`src/rtl/sw_alloc_lock_pkg.sv`:
```
// -----------------------------------------------------------------------------
// sw_alloc_lock_pkg
// Shared definitions for the per-output switch allocator of the 5-port router:
// router port count, owner-index width and the allocator FSM state encoding.
// No ports (package).
// -----------------------------------------------------------------------------
package sw_alloc_lock_pkg;

    // Highest port number; ports are numbered 0..PORT.
    localparam int PORT     = 4;
    // Number of input ports competing for one output.
    localparam int PORT_NP  = PORT + 1;
    // Width of an input-port index; 2**OWNER_IW must cover PORT_NP.
    localparam int OWNER_IW = 3;

    typedef enum logic {
        IDLE   = 1'b0,
        LOCKED = 1'b1
    } state_t;

endpackage

```
`src/rtl/sw_alloc_lock_rr_pick.sv`:
```
// -----------------------------------------------------------------------------
// rr_pick
// Combinational round-robin picker. Grants the first requester found searching
// upward from ptr and wrapping modulo NP. Shared with the VC allocator.
//
// Ports:
//   req  [NP-1:0]  request vector
//   ptr  [IW-1:0]  highest-priority index (must be < NP)
//   gnt  [NP-1:0]  one-hot grant, zero when no request
//   idx  [IW-1:0]  index of the granted requester, zero when no request
//   any            at least one request present
// -----------------------------------------------------------------------------
module rr_pick
    import sw_alloc_lock_pkg::*;
#(
    parameter int NP = PORT_NP,
    parameter int IW = OWNER_IW
) (
    input  logic [NP-1:0] req,
    input  logic [IW-1:0] ptr,
    output logic [NP-1:0] gnt,
    output logic [IW-1:0] idx,
    output logic          any
);

    // Double-width trick: the lower copy has requests below ptr masked off, the
    // upper copy is intact. A plain fixed-priority scan from bit 0 then sees
    // ptr..NP-1 first and wraps naturally into 0..ptr-1 in the upper copy.
    logic [2*NP-1:0] dreq;

    always_comb begin
        dreq = {req, req};
        for (int j = 0; j < NP; j++) begin
            if (j < int'(ptr)) begin
                dreq[j] = 1'b0;
            end
        end

        gnt = '0;
        idx = '0;
        any = 1'b0;
        for (int j = 0; j < 2 * NP; j++) begin
            if (dreq[j] && !any) begin
                any = 1'b1;
                if (j >= NP) begin
                    gnt[j-NP] = 1'b1;
                    idx       = IW'(j - NP);
                end else begin
                    gnt[j] = 1'b1;
                    idx    = IW'(j);
                end
            end
        end
    end

endmodule

```
`src/rtl/sw_alloc_lock.sv`:
```
// -----------------------------------------------------------------------------
// sw_alloc_lock
// Per-output-port switch allocator. Round-robin arbitration among the head
// flits of NP input ports; the winner keeps the output until its tail flit
// transfers (wormhole switching). One instance per router output.
//
// Ports:
//   clk          router clock, rising edge
//   rst_         asynchronous reset, active-high
//   req  [NP-1:0] input i has a flit for this output
//   tail [NP-1:0] the flit presented by input i is a tail flit
//   stall        downstream cannot accept a flit this cycle
//   grt  [NP-1:0] registered one-hot grant, zero when unowned
//   owner[IW-1:0] index of the granted input, meaningful while busy
//   busy         registered, output locked to a packet
//   xfer         combinational, a flit moves this cycle
// -----------------------------------------------------------------------------
module sw_alloc_lock
    import sw_alloc_lock_pkg::*;
#(
    parameter int NP = PORT_NP,
    parameter int IW = OWNER_IW
) (
    input  logic          clk,
    input  logic          rst_,
    input  logic [NP-1:0] req,
    input  logic [NP-1:0] tail,
    input  logic          stall,
    output logic [NP-1:0] grt,
    output logic [IW-1:0] owner,
    output logic          busy,
    output logic          xfer
);

    state_t        state_q, state_d;
    logic [IW-1:0] ptr_q,   ptr_d;
    logic [NP-1:0] grt_q,   grt_d;
    logic [IW-1:0] owner_q, owner_d;
    logic          busy_q,  busy_d;

    logic [NP-1:0] pick_gnt;
    logic [IW-1:0] pick_idx;
    logic          pick_any;
    logic          owner_tail;

    // Explicit mod-NP increment; natural IW-bit wrap would land on NP..2**IW-1.
    function automatic logic [IW-1:0] next_ptr(input logic [IW-1:0] v);
        if (v == IW'(NP - 1)) begin
            return '0;
        end
        return v + IW'(1);
    endfunction

    rr_pick #(
        .NP (NP),
        .IW (IW)
    ) u_pick (
        .req (req),
        .ptr (ptr_q),
        .gnt (pick_gnt),
        .idx (pick_idx),
        .any (pick_any)
    );

    // grt is one-hot on the owner, so masking with it selects req/tail[owner]
    // without indexing by a value that could exceed NP-1.
    assign xfer       = busy_q & (|(req & grt_q)) & ~stall;
    assign owner_tail = |(tail & grt_q);

    always_comb begin
        state_d = state_q;
        ptr_d   = ptr_q;
        grt_d   = grt_q;
        owner_d = owner_q;
        busy_d  = busy_q;
        case (state_q)
            IDLE: begin
                if (pick_any) begin
                    grt_d   = pick_gnt;
                    owner_d = pick_idx;
                    busy_d  = 1'b1;
                    state_d = LOCKED;
                end
            end
            LOCKED: begin
                // Only the owner's tail, and only when it actually moves,
                // releases the lock; the pointer advances past the owner.
                if (xfer && owner_tail) begin
                    grt_d   = '0;
                    busy_d  = 1'b0;
                    ptr_d   = next_ptr(owner_q);
                    state_d = IDLE;
                end
            end
            default: begin
                state_d = IDLE;
            end
        endcase
    end

    always_ff @(posedge clk or posedge rst_) begin
        if (rst_) begin
            state_q <= IDLE;
            ptr_q   <= '0;
            grt_q   <= '0;
            owner_q <= '0;
            busy_q  <= 1'b0;
        end else begin
            state_q <= state_d;
            ptr_q   <= ptr_d;
            grt_q   <= grt_d;
            owner_q <= owner_d;
            busy_q  <= busy_d;
        end
    end

    assign grt   = grt_q;
    assign owner = owner_q;
    assign busy  = busy_q;

    a_grt_onehot0: assert property (@(posedge clk) disable iff (rst_)
        $onehot0(grt_q));
    a_busy_grt: assert property (@(posedge clk) disable iff (rst_)
        busy_q == (|grt_q));
    a_owner_grt: assert property (@(posedge clk) disable iff (rst_)
        busy_q |-> ((grt_q & (NP'(1) << owner_q)) != '0));
    a_ptr_range: assert property (@(posedge clk) disable iff (rst_)
        int'(ptr_q) < NP);
    a_owner_range: assert property (@(posedge clk) disable iff (rst_)
        int'(owner_q) < NP);

endmodule
```
`config.mk`:
```
export PLATFORM = sky130hd
export DESIGN_NAME = sw_alloc_lock
export DESIGN_NICKNAME = d
export VERILOG_FILES = /design/src/rtl/sw_alloc_lock_pkg.sv /design/src/rtl/sw_alloc_lock_rr_pick.sv /design/src/rtl/sw_alloc_lock.sv
export SDC_FILE = /design/constraint.sdc
export NUM_CORES = 1
export LEC_CHECK = 0
export CAP_MARGIN = 20
export CORE_MARGIN = 2
export CORE_UTILIZATION = 30
export DETAILED_ROUTE_END_ITERATION = 6
export PLACE_DENSITY = 0.59
export SYNTH_ARGS = -nofsm -noshare
export SYNTH_HDL_FRONTEND = slang
export SYNTH_HIERARCHICAL = 1
export SYNTH_SLANG_ARGS = --single-unit
export TNS_END_PERCENT = 5
```
`constraint.sdc`:
```
create_clock -name clk -period 1.4 [get_ports clk]
set_clock_uncertainty 0.05 [all_clocks]
set_input_delay 0.28 -clock clk [delete_from_list [all_inputs] [get_ports clk]]
set_output_delay 0.28 -clock clk [all_outputs]
set_load 0.02 [all_outputs]
```
# == After elaboration in Yosys (flattened, before gate mapping) ==
# Cells that the tools add are included.
# word_totals
out_inout_bits,10
ff_bits,13
# op_classes
addsub,1
bitwise,6
n_lt_le_gt_ge,5
n_reduce_logical,24
n_mux,47
n_eq_ne,3
# op_table
cell,count
1-bit 2-to-1 mux,32
3-bit 2-to-1 mux,8
5-bit bitwise AND,2
1-bit logical AND,10
5-bit 2-to-1 mux,2
5-bit one-hot mux with 2 select lines,1
5-bit OR reduction,2
1-bit logical NOT,9
"1-bit by 3-bit less-than comparator with 1-bit output, first input constant",2
"2-bit by 3-bit less-than comparator with 1-bit output, first input constant",2
2-bit AND reduction,3
2-bit 2-to-1 mux,2
1-bit one-hot mux with 2 select lines,2
"3-bit by 1-bit adder with 3-bit output, second input constant",1
"3-bit equality test, second input constant",1
"3-bit less-than comparator, first input constant",1
1-bit bitwise AND,2
"2-bit by 1-bit inequality test with 1-bit output, second input constant",1
"2-bit inequality test, second input constant",1
1-bit NOT,2

# == Longest topological paths before layout ==
# depth
word_depth,32
mapped_depth,7
ltp_nobuf,6

# == Modules after synthesis ==
# The synthesis kept the hierarchy.
# modules_own_cells
mod,seq_area_each_um2,cells_per_inst,area_each_um2,n_inst
sw_alloc_lock,325.3,62,621.8,1
rr_pick,0.0,40,266.5,1

# == Least setup slack after synthesis ==
# No wires, ideal clock.
# synth_path
path_kind,register to register
from,reg grt_q[0] (netlist: grt[0])
to,reg ptr_q[0]
setup_time_ns,0.125
required_time_ns,1.225
setup_slack_ns,-0.678
t_arrival_ns,1.903
path_stages_with_launch,6
cell_sequence,dfrtp_1 -> a22oi_1 -> a211oi_1 -> and3_1 -> buf_6 -> mux2_4
# synth_between
elab_chain_cells,6
word_cells_on_any_way,8
cone_classes,4 x bitwise; 4 x reduce/logical
# synth_lines
item,line,rtl
start: declaration,sw_alloc_lock.sv:37,"logic [NP-1:0] grt_q, grt_d;"
start signal: assignment,sw_alloc_lock.sv:111,grt_q <= grt_d;
5-bit bitwise AND,sw_alloc_lock.sv:67,assign xfer = busy_q & (|(req & grt_q)) & ~stall;
5-bit OR reduction,sw_alloc_lock.sv:67,
1-bit bitwise AND (2 in a row),sw_alloc_lock.sv:67,
net xfer,sw_alloc_lock.sv:32,output logic xfer
1-bit logical AND,sw_alloc_lock.sv:88,if (xfer && owner_tail) begin
2-bit AND reduction (no source line),n/a,
end signal: assignment,sw_alloc_lock.sv:110,ptr_q <= ptr_d;
end: declaration,sw_alloc_lock.sv:36,"logic [IW-1:0] ptr_q, ptr_d;"
# The timed path passes the listed nets, and every way through them passes these cells.
# A chain may end at the register's enable or synchronous reset.

# == Worst setup path after layout ==
# layout_path
from,reg grt_q[2] (netlist: grt[2])
to,out xfer
# layout_between
elab_chain_cells,4
# layout_lines
item,line
5-bit bitwise AND,sw_alloc_lock.sv:67
5-bit OR reduction,sw_alloc_lock.sv:67
1-bit bitwise AND (2 in a row),sw_alloc_lock.sv:67
end: declaration,sw_alloc_lock.sv:32
# No other way between the ends.

==> implementation parameters <==
Parameter                              Value

Outcome
  Run status    finished with violations
  Failing checks    setup timing

Setup path
  Slowest-stage cell, CP    sky130_fd_sc_hd__a222oi_1
  Worst Path Required    1070 ps
  CP Cell Sequence    a222oi_1 -> a211oi_2 -> buf_4
  Crit path max fanout    2
  Data arrival time at the worst-slack endpoint    1480 ps
  Largest delay contributor family on the critical path    compound AO/OA/AOI/OAI gates
  Type of the worst setup path    reg -> out
  Logic depth of the worst setup path including buffers    3
  Peak per-stage delay on the critical path    460 ps
  Logic depth of the worst register-to-register path    4
  Startpoint types    flip-flop
  Critical Path End Type    primary output
  Count of buffering cells on the critical path with inverters included    1

Die
  Initial core utilization    0.3194
  Core Area    2781 µm²
  Chip width    58.42 µm
  IO Pins    23
  Row Count    19
  Die Y-Extent    58.42 µm
  Overall die area    3412 µm²

CTS
  Latest clock arrival within the worst-skew pair    280 ps
  Cell chosen for the clock root    sky130_fd_sc_hd__clkbuf_4
  Clock buffer depth    2
  H-tree lvl count    1
  TritonCTS clock tree    done
  Inserted Clock Buffers    3
  Register clock-pin slew on the reported worst setup and hold paths    90 ps
  Setup fix buffers added after clock tree synthesis    0
  Count of clock tree sinks    13

Pwr
  Combinational cell fraction of total power    0.565
  Peak VDD IR    0.0009497 V
  Total net switching power    0.0007770 W
  Leakage    0.6491 nW
  Sequential fraction of design power    0.311
  Share of total power in the clock network    0.124
  Internal power of the cells    0.001153 W
  Power density normalized to cell area    1449 nW/µm²
  Net switching fraction of the power    0.4027

Synth
  Post-synthesis cell count    102
  Count of yosys warnings during synthesis    6
  Adder and majority cell fraction of the synthesized area    0.02817
  Post-synthesis mux area share    0.06338
  Area of the mapped netlist    888.4 µm²
  Synth Area in Compound Gates    0.2746
  Count of distinct cell types in the synthesized netlist    36
  Yosys reg bits    13
  Proportion of synthesized chip area in sequential cells    0.3662
  Net count after synthesis    117
  Avg Inst Size Synth    8.709 µm²
  Combinational family with the most area after synthesis    compound AO/OA/AOI/OAI gates
  Post-synthesis share of cell area spent on and, or, nand and nor gates    0.2099
  Post-synthesis share of cell area spent on xor and xnor gates    0

Placement
  Gp weighted congestion    0.8210
  Count of port buffers added during placement    22
  DP HPWL    1.983 mm
  Cell count after placement    173

Finish
  Final design utilization    0.4786
  Layout Area Growth over Synthesis    49.86%
  Fraction of final layout cells with drive strength greater than 1    0.3562
  ANT cells    0
  Number of nets at the end of the flow    162
  Fillers    286
  Post-route insts no fill    177

STA
  Unrepaired setup endpoints after global routing    yes
  Hold Slack    227.1 ps
  Final slew viol count    0
  Total setup violations reported at the end of the flow    14
  Transition time at the pin with the least slew margin    469.8 ps
  Fin. Hold Viols    0
  Clock period minus worst slack    1810 ps
  Setup TNS Final    -3939 ps
  Worst-case setup margin in the final layout    -409.9 ps
  Final worst path period share    1.293
  Slew margin rel.    0.6868
  Maximum clock frequency    0.5525 GHz

Routing
  Number of vias per cell after detailed routing    5.186
  Average routed wire per standard cell    13.63 µm
  Number of violations reported at the end of detailed-routing iteration 0    55
  Number of detailed-route iterations in the first pass    4
  Drc violations    0
  DRT Wirelength    2.413 mm
  Residual antenna-violating net count after detailed routing    0
  Total via count in the routed design    918

Job
  # Max-Cap Violations    0

Global routing
  Total congestion overflow    0
  Global-route wire length before repair    4.043 mm
  Global router's overall resource usage    0.1581
  Maximum number of pins on one net before global-route repair    14
  Initial antenna violation count    0
  Vias in the first global route    890

Worst hold path
  Kind of path behind the tightest hold check    in -> async
==> cells in the final DEF, fill, tap and decap left out, drive strengths merged, types with 3 or more instances in the layout <==
cell type / count
clkbuf: 3
nor2: 9
mux2: 4
dfrtp: 13
inv: 7
nand2: 19
nand3: 3
a21oi: 3
o21ai: 10
buf: 28
clkdlybuf4s50: 10
dlygate4sd2: 4
==> flip-flops by register name, summed over array words and instances, names as in the netlist <==
register / flops
grt: 5
ptr_q: 3
owner: 3
busy: 1
state_q: 1
==> cell usage after synthesis <==
| cell | instances | area share |
|---|---|---|
| sky130_fd_sc_hd__a21oi_1 | 3 | 0.017 |
| sky130_fd_sc_hd__mux2_2 | 1 | 0.013 |
| sky130_fd_sc_hd__a31oi_1 | 2 | 0.014 |
| sky130_fd_sc_hd__nand3_1 | 3 | 0.017 |
| sky130_fd_sc_hd__a221oi_4 | 1 | 0.030 |
| sky130_fd_sc_hd__buf_2 | 2 | 0.011 |
| sky130_fd_sc_hd__nand2b_1 | 1 | 0.0070 |
| sky130_fd_sc_hd__nand2b_2 | 1 | 0.0099 |
| sky130_fd_sc_hd__ha_1 | 2 | 0.028 |
| sky130_fd_sc_hd__a211oi_1 | 1 | 0.0085 |
| sky130_fd_sc_hd__o211a_1 | 2 | 0.023 |
| sky130_fd_sc_hd__a222oi_1 | 2 | 0.023 |
| sky130_fd_sc_hd__nor2b_1 | 2 | 0.014 |
| sky130_fd_sc_hd__a22oi_1 | 2 | 0.017 |
| sky130_fd_sc_hd__o21ai_0 | 10 | 0.056 |
| sky130_fd_sc_hd__and3_1 | 1 | 0.0070 |
| sky130_fd_sc_hd__o221ai_1 | 2 | 0.020 |
| sky130_fd_sc_hd__o32a_1 | 1 | 0.011 |
| sky130_fd_sc_hd__nor2_1 | 9 | 0.038 |
| sky130_fd_sc_hd__dfrtp_1 | 13 | 0.37 |
| sky130_fd_sc_hd__or4_1 | 1 | 0.0085 |
| sky130_fd_sc_hd__a21boi_0 | 1 | 0.0085 |
| sky130_fd_sc_hd__mux2_4 | 3 | 0.051 |
| sky130_fd_sc_hd__buf_6 | 1 | 0.013 |
| sky130_fd_sc_hd__nand2_1 | 19 | 0.080 |
| sky130_fd_sc_hd__o31ai_1 | 1 | 0.0085 |
| sky130_fd_sc_hd__o22ai_1 | 1 | 0.0070 |
| sky130_fd_sc_hd__o31a_1 | 1 | 0.0099 |
| sky130_fd_sc_hd__inv_2 | 1 | 0.0042 |
| sky130_fd_sc_hd__and2_4 | 1 | 0.0099 |
| sky130_fd_sc_hd__nor3_2 | 1 | 0.011 |
| sky130_fd_sc_hd__a21bo_2 | 1 | 0.011 |
| sky130_fd_sc_hd__and2_1 | 1 | 0.0070 |
| sky130_fd_sc_hd__clkbuf_1 | 1 | 0.0042 |
| sky130_fd_sc_hd__inv_1 | 6 | 0.025 |
| sky130_fd_sc_hd__o311a_1 | 1 | 0.011 |
==> stage by stage <==
| stage | instance area (µm²) | setup WS, ps | power [W] |
|---|---|---|---|
| final | 1331 | -409.9 | 0.001930 |
| after global routing | 1331 | -453.1 | 0.002083 |
| after CTS | 1304 | -435.2 | 0.001938 |
| after detailed placement | 1297 | -839.4 | 0.001756 |
| after global placement | 1297 | -827.2 | 0.001728 |
| after floorplan | 898.4 | -393.8 | 0.001205 |
==> cells by family (layout without fill, tap and decap cells) <==
logic type | count (synthesis) | after routing
and+or+nand+nor | 40 | 40
AOI/OAI and AO/OA | 32 | 32
DFF | 13 | 13
buffers and inverters | 11 | 55
muxes | 4 | 4
adders and majority gates | 2 | 2
==> power by group through the flow <==
stage                     clock, W  sequential, W  combinational, W
after floorplan                  0       0.000726          0.000479
after global placement           0       0.000604           0.00112
after detailed placement         0       0.000608           0.00115
after CTS                 0.000250       0.000599           0.00109
after global routing      0.000266       0.000620           0.00120
final                     0.000239       0.000600           0.00109
==> metal layers <==
| metal | up-vias | GRT usage | routed length, µm |
|---|---|---|---|
| met5 | - | 0 | 0 |
| met4 | 0 | 0.04983 | 17 |
| met3 | 2 | 0.03516 | 124 |
| met2 | 20 | 0.2376 | 1132 |
| met1 | 439 | 0.2253 | 1138 |
| li1 | 457 | - | - |
==> cell type report <==
| class | count | area, µm² | area share |
|---|---|---|---|
| clock buffers | 3 | 22.52 | 0.01692 |
| clock inverters | 1 | 5.005 | 0.003759 |
| inverters | 7 | 26.28 | 0.01974 |
| multi-input cells | 78 | 543.0 | 0.4079 |
| flip-flops and latches | 13 | 330.3 | 0.2481 |
| well taps | 31 | 38.79 | 0.02914 |
| repair buffers | 44 | 365.4 | 0.2744 |
==> repair_timing <==
action,in CTS,in global routing
gates cloned,0,0
setup endpoints to repair,23,16
resized for setup,28,12
hold buffers,0,0
pin swaps,2,6
==> worst reg2reg max path, stage by stage, from the launching register on <==
cell	delay [ps]
sky130_fd_sc_hd__dfrtp_2	410
sky130_fd_sc_hd__a222oi_1	460
sky130_fd_sc_hd__a211oi_2	150
sky130_fd_sc_hd__and3_4	220
sky130_fd_sc_hd__mux2_4	300
==> path summary, 6_finish.rpt <==
check                      endpoint    from  slack, ps
min reg2reg                    busy    busy        520
min                            busy    rst_        230
max in group asynchronous    grt[2]    rst_        890
max reg2reg                ptr_q[2]  grt[2]       -300
min in group clk             grt[1]  req[0]        450
max                            xfer  grt[2]       -410
(Power assumes the default switching activity.)
